==> src/rtl/upd7800_phase_ctrl_pkg.sv <==
// uPD7800 phase sequencer: shared phase encoding and sizing helpers.
// Imported by the sequencer top.
package upd7800_phase_ctrl_pkg;

  typedef enum logic [2:0] {
    PH_P1H,
    PH_P1L,
    PH_P2H,
    PH_P2L,
    PH_WAIT,
    PH_HOLD
  } e_phase;

  // bits needed to hold 0..n-1, never less than 1
  function automatic int cnt_w(input int n);
    return (n <= 2) ? 1 : $clog2(n);
  endfunction

endpackage

==> src/rtl/upd7800_phase_ctrl.sv <==
// uPD7800 two-phase clock sequencer with WAIT stretch, bus HOLD
// and a core reset stretched over a fixed number of cp2n strobes.
module upd7800_phase_ctrl #(
  parameter int DIV        = 2,
  parameter int RST_CYCLES = 4
) (
  input  logic CLK,
  input  logic RESETB,
  input  logic CE,
  input  logic WAITB,
  input  logic HOLD,
  output logic HLDA,
  output logic CP1,
  output logic CP2,
  output logic CP1_POSEDGE,
  output logic CP1_NEGEDGE,
  output logic CP2_POSEDGE,
  output logic CP2_NEGEDGE,
  output logic CPU_RESETB
);
  import upd7800_phase_ctrl_pkg::*;

  localparam int DW = cnt_w(DIV);
  localparam int RW = cnt_w(RST_CYCLES + 1);
  localparam logic [DW-1:0] DIV_LAST = DW'(DIV - 1);
  localparam logic [RW-1:0] RST_LAST = RW'(RST_CYCLES - 1);

  e_phase          state;
  e_phase          nxt;
  logic [DW-1:0]   div_cnt;
  logic [RW-1:0]   rst_cnt;
  logic            term;

  assign term = CE && (div_cnt == DIV_LAST);

  always_comb begin
    nxt = state;
    if (term) begin
      unique case (state)
        PH_P1H:  nxt = PH_P1L;
        PH_P1L:  nxt = WAITB ? PH_P2H : PH_WAIT;
        PH_WAIT: nxt = WAITB ? PH_P2H : PH_WAIT;
        PH_P2H:  nxt = PH_P2L;
        PH_P2L:  nxt = (HOLD && CPU_RESETB) ? PH_HOLD
                                            : PH_P1H;
        PH_HOLD: nxt = HOLD ? PH_HOLD : PH_P1H;
        default: nxt = PH_P2L;
      endcase
    end
  end

  always_ff @(posedge CLK or negedge RESETB) begin
    if (!RESETB) begin
      state       <= PH_P2L;
      div_cnt     <= '0;
      rst_cnt     <= '0;
      HLDA        <= 1'b0;
      CP1         <= 1'b0;
      CP2         <= 1'b0;
      CP1_POSEDGE <= 1'b0;
      CP1_NEGEDGE <= 1'b0;
      CP2_POSEDGE <= 1'b0;
      CP2_NEGEDGE <= 1'b0;
      CPU_RESETB  <= 1'b0;
    end else begin
      if (CE)
        div_cnt <= term ? '0 : div_cnt + 1'b1;
      state <= nxt;
      CP1   <= (nxt == PH_P1H);
      CP2   <= (nxt == PH_P2H);
      HLDA  <= (nxt == PH_HOLD);
      // strobes mark entry only; they clear even when CE=0
      CP1_POSEDGE <= (nxt == PH_P1H) && (state != PH_P1H);
      CP1_NEGEDGE <= (nxt == PH_P1L) && (state != PH_P1L);
      CP2_POSEDGE <= (nxt == PH_P2H) && (state != PH_P2H);
      CP2_NEGEDGE <= (nxt == PH_P2L) && (state != PH_P2L);
      if (CP2_NEGEDGE && !CPU_RESETB) begin
        rst_cnt <= rst_cnt + 1'b1;
        if (rst_cnt == RST_LAST)
          CPU_RESETB <= 1'b1;
      end
    end
  end

endmodule

==> config.mk <==
export PLATFORM = sky130hd
export DESIGN_NAME = upd7800_phase_ctrl
export DESIGN_NICKNAME = d
export VERILOG_FILES = /design/src/rtl/upd7800_phase_ctrl_pkg.sv /design/src/rtl/upd7800_phase_ctrl.sv
export SDC_FILE = /design/constraint.sdc
export NUM_CORES = 1
export LEC_CHECK = 0
export ABC_CLOCK_PERIOD_IN_PS = 1490
export CORE_MARGIN = 8
export CORE_UTILIZATION = 49
export DETAILED_ROUTE_END_ITERATION = 10
export PLACE_DENSITY = 0.76
export SKIP_CTS_REPAIR_TIMING = 1
export SYNTH_ARGS = -nofsm -noshare
export SYNTH_HDL_FRONTEND = slang
export SYNTH_SLANG_ARGS = --single-unit
==> constraint.sdc <==
create_clock -name CLK -period 1.49 [get_ports CLK]
set_input_delay 0.2235 -clock CLK [delete_from_list [all_inputs] [get_ports CLK]]
set_output_delay 0.2235 -clock CLK [all_outputs]
set_load 0.01 [all_outputs]
==> impl_results.md <==
* #FFs+latches synth at 15
* TritonCTS Buffers at 3
* Main synth FF type: dfrtp_1
* Skew-Pair Late Insertion Delay at 0.28 ns
* Final ANT Viol Nets at 0
* Clock Skew at approximately 0.0065 ns
* IO Port Bufs at 12
* Max-slew headroom at approximately three quarters
* Drt total wl at 1.36 mm
* Busiest grt layer: met2
* Total track usage at slightly above 10%
* Vias at 540
* Die Ht at 53.9 um
* Clock Sinks at 15
* NumNets Final at 94
* DR iter-0 viols at 11
* Non-filler cells, final at a little over 100
* Finished Cell Area at slightly above 900 um2
* CP max stage delay at about 0.55 ns
* Seq pwr share at 42.0%
* Crit-path leading delay family: buffers and inverters
* Grt ovf at 0
* Largest net degree at the start of global routing at 16
* Cell Pwr Density at roughly 1800 nW/um2
* Worst VDD drop at just over 0.0009 V
* Async set-reset flop share out of synthesis at 100%
* Initial DRT Pass Iterations at 4
* Root Buffer: clkbuf_4
* Crit Path Max Fanout at 3
* Storage cell area at between 300 and 400 um2
* Fmax at 694 MHz
* Via/cell ratio at 5.35
* Switching power at 0.000593 W
* Die footprint at 2900 um2
* Synth Cell Area at 703 um2
* Slowest CP cell: clkdlybuf4s50_1
* Filler Cell Count at approximately 120
* H-tree depth at 1
* Critical path startpoint category: flop
* ANT cells at 0
* Post-synth EDFFs at 0
* Placed Area at 850 um2
* Slew Viols, Final at 0
* Top-area cell type share of the netlist area at a little under half
* Fin util at between 60% and 70%
* Die width at approximately 54 um
* Pleak at 0.425 nW
* CTS max path bufs at 2
* Number of I/O pins at 13
* Core Area at 1320 um2
* Setup Viol. Count Final at 0
* WL/cell at 13.5 um
* Comb pwr share at between 40% and 50%
* Initial antenna violation count at 0
* CP arrival at about 1.2 ns
* Fin crit period at 1.44 ns
* Period utilization at 96.7%
* Reg clk slew, reported paths at 0.09 ns
* Critical-path cell list: clkdlybuf4s50_1
* Min-Delay Path Class: input pin to async pin
* Status: finished, final reports clean
* Detailed-route DRC error count at 0
* Multi-input gate area at 283 um2
* Met2 global-route usage at 17.0%
* Commonest cells in the netlist: 13 x dfrtp_1, 6 x a21oi_1, 4 x nand2_1, 4 x nor3_1
* Yosys warning count at 0
* Crit path required time at 1.27 ns
* Clock power frac at 13.0%
* Placed Cells incl. Taps at 92
* Internal power at 0.00110 W
* Crit. End Element: output pin
* Syn-to-layout area delta at 31.1%
* Cells after synthesis at 62
* Synth top area cells: dfrtp_1 46%, dfstp_2 7.5%, a21oi_1 4.3%, ha_1 3.6%, buf_6 3.2%
* Biggest area consumer among synthesized cells: dfrtp_1
* First-pass GRT wire length at 2.20 mm
* Slew @ Worst Pin at 0.359 ns
* Met3 usage at under 10%
* Vias in the first global route at 527
* Final Hold Violating Endpoints at 0
* Most frequent cell after synthesis: dfrtp_1
* GR Layer Usage met1 at roughly 11%
* RD Place Congestion at 0.903
* Unique cell type count in the Yosys netlist at 28
* Post-DP HPWL at about 990 um
* Sw Ratio at 35.0%
* Seq/Total Area, Yosys at between 50 and 60%
* Syn avg cell area at approximately 11 um2
* CTS tree: done
* Crit path kind: flop to output pin
* Share of cells above drive strength 1 at ~28%
* Starting density of the core at between 50% and 60%
* FP Rows at 13
* Max Cap Viol at 0
* Synthesized net count at between 60 and 70
* Buf/Inv on CP at 1
==> layer usage <==
layer / up-vias / wire length (um)
met1: 262 / 516
met5: - / 0
li1: 263 / -
met4: 0 / 0
met3: 0 / 105
met2: 15 / 740
==> power groups by stage <==
stage	registers [W]	clock network, W	logic [W]
after detailed placement	0.000728	0	0.000642
after floorplan	0.000680	0	0.000475
final	0.000711	0.000220	0.000762
after CTS	0.000720	0.000229	0.000645
after global placement	0.000718	0	0.000621
after global routing	0.000729	0.000249	0.000827
==> flip-flops by register name, summed over array words and instances (netlist names) <==
name / cells
state: 3
CP1: 1
rst_cnt: 3
CP1_NEGEDGE: 1
CP2: 1
CPU_RESETB: 1
CP2_POSEDGE: 1
div_cnt: 1
CP1_POSEDGE: 1
CP2_NEGEDGE: 1
HLDA: 1
==> kinds of logic (layout without fill, tap and decap cells) <==
group                      Yosys count  count (layout)  share of synthesized area (%)
adders and majority gates            2               2                           3.56
DFF                                 15              15                           53.7
muxes                                1               1                           1.60
and+or+nand+nor                     21              21                           16.9
xor gates and xnor gates             3               3                           3.74
buffers and inverters                6              30                           6.94
AOI/OAI and AO/OA                   14              14                           13.5
==> worst paths after layout <==
check / startpoint / to / slack, ns / cells past startpoint
max reg2reg: state[0] / HLDA / 0.07 / 4
max: CPU_RESETB / CPU_RESETB / 0.05 / 1
min reg2reg: rst_cnt[2] / rst_cnt[2] / 0.49 / 2
min in group CLK: rst_cnt[2] / rst_cnt[2] / 0.49 / 2
min: RESETB / HLDA / 0.25 / 2
max in group asynchronous: RESETB / state[1] / 1.00 / 2
==> cell type report <==
class                   count  share of cell area [%]
clock inverters             1                   0.543
clock buffers               3                    2.44
repair buffers             23                    22.0
inverters                   3                    1.22
multi-input cells          41                    30.7
flip-flops and latches     15                    41.1
well taps                  15                    2.04
==> cell usage in the layout (no fill, tap or decap), types with 2 or more instances in the layout <==
cell type / n
xor2_1: 2
nor3_1: 4
nand2_1: 4
clkdlybuf4s50_1: 12
inv_1: 3
a21oi_1: 6
dfrtp_1: 12
nand2b_1: 3
dfstp_2: 2
clkbuf_4: 3
buf_4: 11
nor2_1: 3
ha_1: 2
==> stage by stage <==
step	setup TNS [ns]	hold slack, ns	setup WS, ns	power [W]
6_report	0	0.246	0.0494	0.00169
3_3_place_gp	-0.192	0.462	-0.0657	0.00134
2_1_floorplan	0	-0.0721	0.162	0.00116
4_1_cts	-0.00346	0.246	-0.00346	0.00159
3_5_place_dp	-0.257	0.480	-0.106	0.00137
5_1_grt	-0.0150	0.249	-0.0150	0.00180
Note: power is estimated with default switching activity, not from simulation.
